`config.mk`:
```
export PLATFORM = sky130hd
export DESIGN_NAME = sram_max_scanner
export DESIGN_NICKNAME = d
export VERILOG_FILES = /design/src/rtl/sram_max_scanner.sv
export SDC_FILE = /design/constraint.sdc
export NUM_CORES = 1
export LEC_CHECK = 0
export CORE_UTILIZATION = 51
export DETAILED_ROUTE_END_ITERATION = 10
export GPL_TIMING_DRIVEN = 1
export PLACE_DENSITY = 0.84
export SYNTH_ARGS = -nofsm -noshare
export SYNTH_HDL_FRONTEND = slang
export SYNTH_SLANG_ARGS = --single-unit
```
`constraint.sdc`:
```
create_clock -name clk -period 3.3 [get_ports clk]
set_input_delay 0.66 -clock clk [delete_from_list [all_inputs] [get_ports clk]]
set_output_delay 0.66 -clock clk [all_outputs]
set_load 0.05 [all_outputs]
```
`src/rtl/sram_max_scanner.sv`:
```
// Sweeps an SRAM address window and reports the signed maximum and its offset.
// Define MAX16_ABS_EN to rank words by magnitude instead of signed value.
module sram_max_scanner #(
    parameter int addr_width = 11,
    parameter int data_width = 32
) (
    input  logic                         clk,
    input  logic                         rst,
    input  logic                         start,
    input  logic [addr_width-1:0]        base_addr,
    input  logic [addr_width:0]          length,
    output logic [addr_width-1:0]        sram_raddr,
    input  logic signed [data_width-1:0] sram_dout,
    output logic                         busy,
    output logic                         done,
    output logic signed [data_width-1:0] max_val,
    output logic [addr_width-1:0]        max_idx
);

    typedef enum logic [1:0] {IDLE, READ, DRAIN, DONE} state_t;

    localparam logic signed [data_width-1:0] MIN_VAL = {1'b1, {(data_width-1){1'b0}}};
    localparam logic [addr_width-1:0] ONE_A = 1;
    localparam logic [addr_width:0]   ONE_L = 1;

    state_t                        state_q, state_d;
    logic [addr_width-1:0]         raddr_q, raddr_d;
    logic [addr_width-1:0]         last_q, last_d;
    logic [addr_width-1:0]         issue_q, issue_d;
    logic [addr_width-1:0]         off_q, off_d;
    logic                          vld_q, vld_d;
    logic                          first_q, first_d;
    logic signed [data_width-1:0]  max_val_q, max_val_d;
    logic [addr_width-1:0]         max_idx_q, max_idx_d;
    logic [addr_width:0]           len_m1;
    logic                          better;

`ifdef MAX16_ABS_EN
    // One extra bit so the magnitude of the most negative word fits.
    logic [data_width:0] ext_new, ext_cur, mag_new, mag_cur;

    always_comb begin
        ext_new = {sram_dout[data_width-1], sram_dout};
        ext_cur = {max_val_q[data_width-1], max_val_q};
        mag_new = sram_dout[data_width-1] ? -ext_new : ext_new;
        mag_cur = max_val_q[data_width-1] ? -ext_cur : ext_cur;
        better  = mag_new > mag_cur;
    end
`else
    always_comb begin
        better = sram_dout > max_val_q;
    end
`endif

    always_comb begin
        state_d   = state_q;
        raddr_d   = raddr_q;
        last_d    = last_q;
        issue_d   = issue_q;
        off_d     = off_q;
        vld_d     = 1'b0;
        first_d   = first_q;
        max_val_d = max_val_q;
        max_idx_d = max_idx_q;
        len_m1    = length - ONE_L;

        // first_q stands in for the "below everything" initial value
        if (vld_q && (first_q || better)) begin
            max_val_d = sram_dout;
            max_idx_d = off_q;
            first_d   = 1'b0;
        end

        unique case (state_q)
            IDLE: begin
                if (start) begin
                    max_val_d = MIN_VAL;
                    max_idx_d = '0;
                    first_d   = 1'b1;
                    issue_d   = '0;
                    last_d    = len_m1[addr_width-1:0];
                    if (length == '0) begin
                        state_d = DONE;
                    end else begin
                        state_d = READ;
                        raddr_d = base_addr;
                    end
                end
            end
            READ: begin
                vld_d = 1'b1;
                off_d = issue_q;
                if (issue_q == last_q) begin
                    state_d = DRAIN;
                end else begin
                    issue_d = issue_q + ONE_A;
                    raddr_d = raddr_q + ONE_A;
                end
            end
            DRAIN: state_d = DONE;
            DONE:  state_d = IDLE;
            default: state_d = IDLE;
        endcase
    end

    always_ff @(posedge clk) begin
        if (rst) begin
            state_q   <= IDLE;
            raddr_q   <= '0;
            last_q    <= '0;
            issue_q   <= '0;
            off_q     <= '0;
            vld_q     <= 1'b0;
            first_q   <= 1'b0;
            max_val_q <= MIN_VAL;
            max_idx_q <= '0;
        end else begin
            state_q   <= state_d;
            raddr_q   <= raddr_d;
            last_q    <= last_d;
            issue_q   <= issue_d;
            off_q     <= off_d;
            vld_q     <= vld_d;
            first_q   <= first_d;
            max_val_q <= max_val_d;
            max_idx_q <= max_idx_d;
        end
    end

    assign sram_raddr = raddr_q;
    assign busy       = (state_q == READ) || (state_q == DRAIN);
    assign done       = (state_q == DONE);
    assign max_val    = max_val_q;
    assign max_idx    = max_idx_q;

endmodule

```
After elaboration in Yosys (flattened, before gate mapping)
Cells that the tools add are included.
W data, S select, Z words.
{"block": "totals", "ff_bits": 91, "output_inout_bits": 56}
{"block": "op_classes", "mux": 21, "n_lt_le_gt_ge": 1, "add_sub_neg": 3, "eq_ne": 8, "n_reduce_logical": 10}
{"cell": "$mux W32", "count": 3}
{"cell": "$mux W11", "count": 8}
{"cell": "$pmux W11 S2", "count": 2}
{"cell": "$gt A32 B32 Y1", "count": 1}
{"cell": "$add A11 B1 Y11 const B", "count": 2}
{"cell": "$logic_not A12 Y1", "count": 1}
{"cell": "$eq A11 B11 Y1", "count": 1}
{"cell": "$sub A11 B1 Y11 const B", "count": 1}
{"cell": "$ne A2 B2 Y1 const B", "count": 4}
{"cell": "$pmux W2 S4", "count": 1}
{"cell": "$mux W2", "count": 3}
{"cell": "$eq A2 B2 Y1 const B", "count": 2}
{"cell": "$mux W1", "count": 4}
{"cell": "$reduce_and A2 Y1", "count": 2}
{"cell": "$reduce_and A4 Y1", "count": 1}
{"cell": "$reduce_and A3 Y1", "count": 1}
{"cell": "$eq A2 B1 Y1 const B", "count": 1}
{"cell": "$logic_not A2 Y1", "count": 1}
{"cell": "$logic_or A1 B1 Y1", "count": 2}
{"cell": "$reduce_bool A2 Y1", "count": 1}
{"cell": "$logic_and A1 B1 Y1", "count": 1}

Longest topological paths before layout
Gate-level depths: netlist of the first run.
{"block": "depth", "depth_word": 6, "ltp_mapped": 10, "depth_no_buf": 8}

Least setup slack after synthesis of the first run
OpenSTA, ideal clock, no wires.
{"block": "synth_path", "path_kind": "register to register", "from": "register max_val_q[14], in the netlist max_val[14]", "to": "register max_val_q[31], in the netlist max_val[31]", "arrival_time_ns": 2.695, "required_time_ns": 3.228, "setup_slack_ns": 0.533, "path_stages_with_launch": 11, "setup_time_ns": 0.072, "path_cell_list": "dfxtp_1 -> inv_1 -> ha_1 -> nand4_2 -> or4_4 -> o211ai_2 -> o21ba_1 -> a211oi_2 -> buf_6 -> buf_12 -> mux2i_1"}
{"block": "synth_between", "elab_chain_cells": 6}
{"element": "start, declared", "line_no": "33", "text": "logic signed [data_width-1:0] max_val_q, max_val_d;"}
{"element": "start signal, assigned", "line_no": "125", "text": "max_val_q <= max_val_d;"}
{"element": "$gt A32 B32 Y1 *", "line_no": "51", "text": "better = sram_dout > max_val_q;"}
{"element": "$logic_or A1 B1 Y1 *", "line_no": "68", "text": "if (vld_q && (first_q || better)) begin"}
{"element": "$logic_and A1 B1 Y1 *", "line_no": "68"}
{"element": "$mux W32 *", "line_no": "68"}
{"element": "$mux W32", "line_no": "76", "text": "if (start) begin"}
{"element": "$mux W32 *", "line_no": "74", "text": "unique case (state_q)"}
Mark *: on every way between the ends. The rest lies on a longest branch, timed or not.
A chain may end at the register's enable or synchronous reset.

Worst setup path in the final report of the first run
{"block": "layout_path", "from": "input sram_dout[27]", "to": "register max_val_q[17], in the netlist max_val[17]"}
{"block": "layout_between", "elab_chain_cells": 6}
{"element": "start, declared", "line_no": "13", "text": "input logic signed [data_width-1:0] sram_dout,"}
{"element": "$gt A32 B32 Y1 *", "line_no": "51"}
{"element": "$logic_or A1 B1 Y1 *", "line_no": "68"}
{"element": "$logic_and A1 B1 Y1 *", "line_no": "68"}
{"element": "$mux W32 *", "line_no": "68"}
{"element": "$mux W32", "line_no": "76"}
{"element": "$mux W32 *", "line_no": "74"}
Marks and branches as above.

==> results of run 1 <==
flip-flops by register name, indices dropped and copies added, names as in the netlist:
register and flops:
max_val 32, issue_q 11, last_q 11, max_idx 11, off_q 11, sram_raddr 11
state_q 2, first_q 1, vld_q 1
worst reg2reg max path, delay by kind of cell (launching register included):
family                   cells  cell delay [ps]
buffers and inverters        2              420
AO/OA/AOI/OAI                2              500
AND/OR/NAND/NOR              3              820
multiplexers                 1              260
flip-flops                   1              390
adder cells (fa/ha/maj)      1              300
power by group:
| group | switching [mW] | total [mW] | internal, mW |
|---|---|---|---|
| combinational | 1.18 | 1.92 | 0.746 |
| sequential | 0.146 | 1.40 | 1.25 |
| clock | 0.403 | 0.774 | 0.371 |
per-layer routing:
layer | track usage [%] | up-vias | part of all wire, %
met5 | 0 | - | 0
met4 | 7.253 | 0 | 1.2
met3 | 5.267 | 15 | 4.1
met2 | 43.52 | 128 | 50
met1 | 26.77 | 2145 | 44
li1 | - | 2316 | -
final cells by class:
cell class	instances	share of cell area [%]
Inverter	50	2.847
Sequential cell	91	27.64
Multi-Input combinational cell	434	44.50
Timing Repair Buffer	132	19.44
Clock buffer	10	2.088
Clock inverter	6	0.9681
Tap cell	133	2.525
cell families after synthesis:
group | Yosys count | share of synthesized area, %
AO/OA/AOI/OAI | 93 | 12.26
XOR/XNOR | 23 | 3.924
adder cells (fa/ha/maj) | 39 | 9.505
buffers and inverters | 83 | 7.677
flip-flops | 91 | 35.49
multiplexers | 57 | 11.11
AND/OR/NAND/NOR | 222 | 20.03
path summary, 6_finish.rpt:
check	from	end	slack [ps]
min	off_q[9]	max_idx[9]	460
max reg2reg	max_val[25]	max_val[17]	530
max	sram_dout[27]	max_val[17]	200
min reg2reg	off_q[9]	max_idx[9]	460
cell usage after synthesis (2+ instances only):
master	instances	area (um2)
inv_1	50	187.7
nor3_1	8	40.04
or4_1	3	22.52
buf_2	2	10.01
and2_1	4	25.02
and3_1	5	31.28
nor2b_1	2	12.51
a311oi_1	5	43.79
nand3_1	14	70.07
o21ai_0	10	50.05
buf_1	4	15.01
nor3b_1	3	22.52
o21a_1	2	15.01
nand2_1	109	409.1
buf_6	2	22.52
clkbuf_1	21	78.83
ha_1	39	488.0
o311ai_1	2	17.52
or2_2	2	12.51
mux2i_1	57	570.6
nor2_1	39	146.4
buf_12	4	80.08
nand4_1	10	62.56
and4_1	2	17.52
a2111oi_0	3	26.28
a21oi_1	31	155.2
dfxtp_1	91	1822
nand2b_1	9	56.30
nand3b_1	2	15.01
a211oi_1	17	127.6
or3_1	4	25.02
o22ai_1	5	31.28
xor2_1	2	17.52
o31ai_1	2	15.01
xnor2_1	21	183.9
==> metrics.md, run 1 <==
| Metric | Value |
|---|---|
| Status | complete, no violations |
| Wirelength per Cell | 13.93 um |
| Nets | between 800 and 900 |
| Critical path type | in -> reg |
| FP Rows | 36 |
| Core Region | a little under 10000 um2 |
| Layout Area Growth over Synthesis | 28.39% |
| Layout cell share with drive strength beyond 1 | about 6.2% |
| # setup viols final | 0 |
| Remaining antenna violation count | 0 |
| Worst path depth | 9 |
| Synthesized net count | between 700 and 800 |
| Initial drt markers | roughly 120 |
| Layout Utilization | between 60% and 70% |
| Initial cell density of the core | between 50% and 60% |
| Class of the worst hold path | reg -> reg |
| # Post-CTS Setup Buffers | 0 |
| WL final | roughly 12000 um |
| Final hold viol count | 0 |
| CTS buffer count | 9 |
| Die Y | between 100 and 150 um |
| Fin crit share | roughly 94% |
| Via density per instance | 5.379 |
| Crit path cell chain | clkdlybuf4s50_1 -> ha_1 -> nand4_1 -> or4_1 -> o21ai_0 -> nor3_1 -> a211oi_4 -> buf_4 -> mux2i_1 |
| Cts repair resizes | 0 |
| DRC | 0 |
| P_leak | approximately 2.6 nW |
| Path depth of the worst reg2reg path | 9 |
| Slew margin rel. | approximately two fifths |
| Worst Setup Start Kind | input port |
| Crit end category | register |
| Global Route Usage Sum | between 20% and 30% |
| Clk root buf | clkbuf_8 |
| Number of global-route vias before repair | approximately 4400 |
| Clock Sinks | 91 |
| Placed Instances | 840 |
| Syn Area/Cell | 8.444 um2 |
| Filler cells | between 800 and 900 |
| Slowest stage cell, crit path | or4_1 |
| Final Instance Area | 6591 um2 |
| GP Congestion | a little under 0.9 |
| FF+latch count, synth | 91 |
| Post-synth ARST share | 0% |
| Synthesized area | a little over 5000 um2 |
| Ys Warns | 0 |
| DR vias | between 4000 and 5000 |
| First-pass GRT wire length | around 19000 um |
| Pins over their slew limit | 0 |
| Reg area | between 1500 and 2000 um2 |
| I/O Pins | between 100 and 150 |
| CP Buf/Inv Count | 2 |
| Post-synth EDFFs | 0 |
| PD cells | 621.3 nW/um2 |
| Crit-path max FO | 19 |
| Setup TNS | 0 ps |
| Hold Path Depth | 2 |
| CTS tree | built |
| CTS max path bufs | 2 |
| Critical Path RT | between 3000 and 4000 ps |
| Peak VDD IR | a little over 500 uV |
| Setup ws final | between 200 and 250 ps |
| Unrepaired setup endpoints after global routing | false |
| Port bufs | roughly 110 |
| Drt first pass iters | 4 |
| Area after DPL | about 6400 um2 |
| CP arrival | ~3400 ps |
| Multi-input logic area | a little under 3000 um2 |
| Most common cell after layout, fill and taps aside | clkdlybuf4s50_1 |
| Yosys cell types | 57 |
| Largest delay share family, worst path | simple AND/OR/NAND/NOR gates |
| Achievable frequency | 322.8 MHz |
| H-tree level count | 3 |
| Final cell count without fillers | 856 |
| N_diodes | 0 |
| Initial antenna violation count | 0 |
| Maximum number of pins on one net before global-route repair | 50 |
| Hold bufs inserted after CTS | 0 |
| Tmin final | ~3100 ps |
| Max-Cap Viols | 0 |
| Worst-Margin Slew | about 850 ps |
| WHS | around 460 ps |
| DP HPWL | around 9000 um |
| Remaining Overflow, GRT | 0 |
| Skew-Pair Late Insertion Delay | about 360 ps |
| Crit-path max cell delay | about 560 ps |
| Setup Skew | 8.340 ps |
| Setup slack at placement | -158.6 ps |
| Die X | 102.3 um |
| Commonest non-fill, non-tap cells in the layout | 112 x clkdlybuf4s50_1, 109 x nand2_1, 91 x dfxtp_1, 57 x mux2i_1, 50 x inv_1 |
| Synth Instances | between 600 and 700 |
| Total Power | ~4.1 mW |
| Top FF cell, synth | dfxtp_1 |
| Sequential fraction of the synthesis area | about 35% |
| Clk slew on worst S/H paths | 90 ps |
| Die area | between 10000 and 15000 um2 |
Note: power is estimated with default switching activity, not from simulation.
==> run 2: changes to the inputs <==
--- a/config.mk
+++ b/config.mk
@@ -9,6 +9,7 @@
 export DETAILED_ROUTE_END_ITERATION = 10
 export GPL_TIMING_DRIVEN = 1
 export PLACE_DENSITY = 0.84
+export RECOVER_POWER = 50
 export SYNTH_ARGS = -nofsm -noshare
 export SYNTH_HDL_FRONTEND = slang
 export SYNTH_SLANG_ARGS = --single-unit
==> metrics.md, run 2 (synthesized netlist as in run 1, its figures left out) <==
| Metric | Value |
|---|---|
| Largest register FFs | 32 (unchanged) |
| CP arrival | 3370 ps (about the same) |
| Clock Sinks | 91 (unchanged) |
| Clk root buf | clkbuf_8 |
| Most common cell after layout, fill and taps aside | nand2_1 |
| P_leak | 2.766 nW (+5.4%) |
| Commonest non-fill, non-tap cells in the layout | 109 x nand2_1, 91 x dfxtp_1, 64 x clkdlybuf4s50_1, 57 x mux2i_1, 50 x inv_1 |
| Clk slew on worst S/H paths | 90 ps (about the same) |
| Global Route Usage Sum | 23.53% (unchanged) |
| Remaining antenna violation count | 0 (unchanged) |
| Crit-path max FO | 19 (unchanged) |
| Die area | 10470 um2 (unchanged) |
| Critical Path RT | 3580 ps (about the same) |
| Initial drt markers | 117 (-0.85%) |
| Number of global-route vias before repair | 4382 (unchanged) |
| CTS tree | built |
| R2R Path End | max_val[17] |
| Drt first pass iters | 5 (+1) |
| Nets | 815 (unchanged) |
| Hold bufs inserted after CTS | 0 (unchanged) |
| # Post-CTS Setup Buffers | 0 (unchanged) |
| GP Congestion | 0.8691 (unchanged) |
| I/O Pins | 114 (unchanged) |
| Crit end category | register |
| Initial cell density of the core | 52.52% (unchanged) |
| Final hold viol count | 0 (unchanged) |
| Wirelength per Cell | 13.96 um (+0.23%) |
| Via density per instance | 5.384 (+0.11%) |
| Initial antenna violation count | 0 (unchanged) |
| PD cells | 616.8 nW/um2 (-0.71%) |
| Path depth of the worst reg2reg path | 9 (unchanged) |
| Die Y | 102.3 um (unchanged) |
| FP Rows | 36 (unchanged) |
| CTS buffer count | 9 (unchanged) |
| Layout Area Growth over Synthesis | 28.17% |
| Crit-path max cell delay | 560 ps (about the same) |
| Status | complete, no violations |
| Hold Path Depth | 2 (unchanged) |
| Maximum number of pins on one net before global-route repair | 50 (unchanged) |
| Worst path depth | 9 (unchanged) |
| Achievable frequency | 323.4 MHz (+0.18%) |
| Layout cell share with drive strength beyond 1 | 5.809% (-0.41 points) |
| CTS max path bufs | 2 (unchanged) |
| Cts repair resizes | 0 (unchanged) |
| Pins over their slew limit | 0 (unchanged) |
| Critical path type | in -> reg |
| Peak VDD IR | 508.9 uV (-0.20%) |
| Max-Cap Viols | 0 (unchanged) |
| Worst Setup EP | max_val[17] |
| DR vias | 4609 (+0.11%) |
| FF-to-FF setup slack | 530 ps (about the same) |
| Fin crit share | 93.69% (-0.17 points) |
| N_diodes | 0 (unchanged) |
| Tmin final | 3092 ps (-5.572 ps) |
| Slew margin rel. | 31.42% (-10 points) |
| Slowest stage cell, crit path | or4_1 |
| Setup TNS | 0 ps (unchanged) |
| Core Region | 9774 um2 (unchanged) |
| Total Power | 4.059 mW (-0.88%) |
| DP HPWL | 9093 um (unchanged) |
| Crit path cell chain | clkdlybuf4s50_1 -> ha_1 -> nand4_1 -> or4_1 -> o21ai_0 -> nor3_1 -> a211oi_4 -> buf_4 -> mux2i_1 |
| Setup Skew | 8.563 ps (+0.2225 ps) |
| First-pass GRT wire length | 19400 um (unchanged) |
| Remaining Overflow, GRT | 0 (unchanged) |
| Port bufs | 113 (unchanged) |
| Unrepaired setup endpoints after global routing | false |
| Worst-Margin Slew | 1029 ps (+174.4 ps) |
| Crit path launch | sram_dout[27] |
| Worst R2R Start | max_val[25] |
| # setup viols final | 0 (unchanged) |
| Class of the worst hold path | reg -> reg |
| WL final | 11950 um (+0.23%) |
| CP Buf/Inv Count | 2 (unchanged) |
| Setup slack at placement | -158.6 ps (unchanged) |
| Setup ws final | 208.1 ps (+5.572 ps) |
| Die X | 102.3 um (unchanged) |
| WHS | 456.9 ps (+0.4730 ps) |
| Layout Utilization | 67.32% (-0.12 points) |
| DRC | 0 (unchanged) |
| Skew-Pair Late Insertion Delay | 360 ps (about the same) |
| Worst Setup Start Kind | input port |
| Largest delay share family, worst path | simple AND/OR/NAND/NOR gates |
| H-tree level count | 3 (unchanged) |
run 2: tightest hold or removal path: cells and delay by family, from the launching register on:
kind	cells	cell delay [ps]
flops	1	320
mux	1	50
simple gates	1	50
run 2: worst min path at each step:
| stage | start | to | slack, ps |
|---|---|---|---|
| floorplan | off_q[0] | max_idx[0] | 430 |
| global placement | off_q[3] | max_idx[3] | 440 |
| detailed placement | off_q[0] | max_idx[0] | 450 |
| CTS | off_q[10] | max_idx[10] | 460 |
| global route | max_idx[8] | max_idx[8] | 480 |
| finish | off_q[9] | max_idx[9] | 460 |
run 2: final cells by class:
cell class / instances / area (um2)
fillers: 841 / 3194
multi-input cells: 434 / 2933
flip-flops and latches: 91 / 1822
repair buffers: 132 / 1270
inverters: 50 / 187.7
well taps: 133 / 166.4
clock buffers: 10 / 137.6
clock inverters: 6 / 63.81
run 2: per-stage QoR:
step,instances,cell area (um2)
6_report,856,6580
5_1_grt,856,6580
4_1_cts,856,6591
3_5_place_dp,840,6390
3_3_place_gp,840,6390
2_1_floorplan,608,5134
run 2: report_power, final:
part / internal (mW) / switching (mW)
Sequential: 1.25 / 0.144
Combinational: 0.713 / 1.18
Clock: 0.371 / 0.401
run 2: metal layers:
layer | track usage [%] | share of wire, %
met3 | 5.267 | 4.4
met4 | 7.253 | 1.2
met1 | 26.77 | 44
met2 | 43.52 | 51
met5 | 0 | 0
==> run 3: changes to the inputs <==
--- a/config.mk
+++ b/config.mk
@@ -5,11 +5,13 @@
 export SDC_FILE = /design/constraint.sdc
 export NUM_CORES = 1
 export LEC_CHECK = 0
+export CORE_MARGIN = 2
 export CORE_UTILIZATION = 51
 export DETAILED_ROUTE_END_ITERATION = 10
 export GPL_TIMING_DRIVEN = 1
 export PLACE_DENSITY = 0.84
 export RECOVER_POWER = 50
+export SLEW_MARGIN = 20
 export SYNTH_ARGS = -nofsm -noshare
 export SYNTH_HDL_FRONTEND = slang
 export SYNTH_SLANG_ARGS = --single-unit
==> constraint.sdc (replaced) <==
create_clock -name clk -period 3.3 [get_ports clk]
set_input_delay 0.66 -clock clk [delete_from_list [all_inputs] [get_ports clk]]
set_output_delay 0.66 -clock clk [all_outputs]
set_load 0.005 [all_outputs]
==> metrics.md, run 3 (synthesized netlist as in run 1, its figures left out) <==
| Metric | Value |
|---|---|
| # setup viols final | 0 (unchanged) |
| Slew margin rel. | 34.25% (+2.8 points) |
| Unrepaired setup endpoints after global routing | false |
| Crit path launch | sram_dout[27] |
| H-tree level count | 3 (unchanged) |
| Die X | 104.3 um (+2.0%) |
| Crit end category | register |
| Maximum number of pins on one net before global-route repair | 86 (+72%) |
| Setup slack at placement | -128.5 ps (+30.17 ps) |
| Hold bufs inserted after CTS | 0 (unchanged) |
| Class of the worst hold path | reg -> reg |
| Initial antenna violation count | 0 (unchanged) |
| Via density per instance | 5.387 (about the same) |
| Die Y | 104.3 um (+2.0%) |
| Tmin final | 3060 ps (-31.47 ps) |
| Most common cell after layout, fill and taps aside | nand2_1 |
| Fin crit share | 92.74% (-0.95 points) |
| Layout Area Growth over Synthesis | 28.17% (unchanged) |
| Commonest non-fill, non-tap cells in the layout | 109 x nand2_1, 91 x dfxtp_1, 57 x mux2i_1, 57 x clkdlybuf4s50_1, 55 x dlygate4sd3_1 |
| Internal | 2.291 mW (-1.9%) |
| Combinational power share | 40.8% (-5.8 points) |
| Clk root buf | clkbuf_8 |
| Psw | 1.377 mW (-20%) |
| Initial drt markers | 206 (+76%) |
| Clock share of power | 21.1% (+2.1 points) |
| Placed Instances | 836 (-0.48%) |
| Area after DPL | 6385 um2 (about the same) |
| PD cells | 557.5 nW/um2 (-9.6%) |
| Worst Setup Start Kind | input port |
| Remaining Overflow, GRT | 0 (unchanged) |
| DP HPWL | 8950 um (-1.6%) |
| Initial cell density of the core | 52.52% (unchanged) |
| Wirelength per Cell | 13.93 um (-0.24%) |
| Achievable frequency | 326.7 MHz (+1.0%) |
| WL final | 11870 um (-0.70%) |
| Worst R2R Start | max_val[27] |
| Filler cells | 820 (-2.5%) |
| Die area | 10880 um2 (+3.9%) |
| Drt first pass iters | 5 (unchanged) |
| Layout cell share with drive strength beyond 1 | 5.563% (-0.25 points) |
| Final hold viol count | 0 (unchanged) |
| Switching share of power | 37.54% (-4.9 points) |
| Setup ws final | 239.5 ps (+31.47 ps) |
| Cts repair resizes | 0 (unchanged) |
| Core Region | 9774 um2 (unchanged) |
| GP Congestion | 0.8496 (-2.2%) |
| Reg area | 1822 um2 (unchanged) |
| Final Instance Area | 6580 um2 (unchanged) |
| FF-to-FF setup slack | 590 ps (+60 ps) |
| Number of global-route vias before repair | 4502 (+2.7%) |
| Layout Utilization | 67.32% (unchanged) |
| P_leak | 2.780 nW (+0.51%) |
| N_diodes | 0 (unchanged) |
| Pins over their slew limit | 0 (unchanged) |
| Sequential share of power | 38.1% (+3.7 points) |
| First-pass GRT wire length | 20400 um (+5.1%) |
| Skew-Pair Late Insertion Delay | 360 ps (about the same) |
| Status | complete, no violations |
| Clock Sinks | 91 (unchanged) |
| CTS tree | built |
| I/O Pins | 114 (unchanged) |
| CTS max path bufs | 2 (unchanged) |
| Critical Path RT | 3590 ps (about the same) |
| CTS buffer count | 9 (unchanged) |
| Remaining antenna violation count | 0 (unchanged) |
| Clk slew on worst S/H paths | 90 ps (about the same) |
| FP Rows | 36 (unchanged) |
| Worst-Margin Slew | 986.3 ps (-42.37 ps) |
| Critical path type | in -> reg |
| Setup Skew | 7.119 ps (-1.444 ps) |
| # Post-CTS Setup Buffers | 0 (unchanged) |
| CP arrival | 3350 ps (-20 ps) |
| Multi-input logic area | 2933 um2 (unchanged) |
| Max-Cap Viols | 0 (unchanged) |
| Nets | 811 (-0.49%) |
| Total Power | 3.668 mW (-9.6%) |
| Port bufs | 113 (unchanged) |
| Crit-path max FO | 22 (+3) |
| Global Route Usage Sum | 22.38% (-1.1 points) |
| Hold path startpoint | off_q[9] |
| Peak VDD IR | 730.9 uV (+44%) |
| Final cell count without fillers | 852 (-0.47%) |
| DR vias | 4590 (-0.41%) |
| Largest register FFs | 32 (unchanged) |
| DRC | 0 (unchanged) |
==> run 3: cell types whose count changed in the layout (fill, tap and decap cells not counted) <==
cell / previous run / this run
clkinv_2: 2 / 1
clkbuf_1: 3 / 1
dlygate4sd3_1: 48 / 55
inv_6: 1 / 2
clkbuf_8: 10 / 9
buf_4: 15 / 11
buf_12: 1 / 3
clkdlybuf4s50_1: 64 / 57
clkinvlp_4: 2 / 3
==> run 3: metrics by stage <==
stage / hold WS [ps] / TNS (ps)
after floorplan: 434.1 / 0
after global placement: 441.7 / 0
after detailed placement: 445.4 / -4137
after CTS: 460.5 / 0
after global routing: 480.2 / 0
final: 456.1 / 0
==> run 3: worst max-delay path, cell delays in order <==
cell             delay, ps
clkdlybuf4s50_1        430
ha_1                   340
nand4_1                170
or4_1                  560
o211ai_2               190
o21ba_1                190
a211oi_4               340
buf_12                 240
mux2i_1                220
==> run 3: power groups by stage <==
| stage | Sequential [mW] | Combinational (mW) | Clock, mW |
|---|---|---|---|
| after floorplan | 1.40 | 1.06 | 0 |
| after global placement | 1.41 | 1.47 | 0 |
| after detailed placement | 1.43 | 1.53 | 0 |
| after CTS | 1.40 | 1.54 | 0.785 |
| after global routing | 1.42 | 1.67 | 0.836 |
| final | 1.40 | 1.50 | 0.775 |
==> run 3: final timing paths <==
path / endpoint / depth (start not counted)
hold reg to reg: max_idx[9] / 2
hold / removal: max_idx[9] / 2
setup reg to reg: max_val[1] / 9
setup / recovery: max_val[1] / 9
==> run 3: layout make-up <==
class / instances / area share, %
multi-input combinational: 434 / 44.57
sequential: 91 / 27.69
timing repair buffer: 128 / 19.34
inverter: 50 / 2.852
tap: 133 / 2.529
clock buffer: 9 / 1.882
clock inverter: 7 / 1.141
==> run 3: metal layers <==
metal	up-vias	track usage, %	part of all wire, %
li1	2304	-	-
met1	2170	26.90	44
met2	105	40.34	51
met3	11	4.386	4.0
met4	0	6.274	0.93
met5	-	0	0
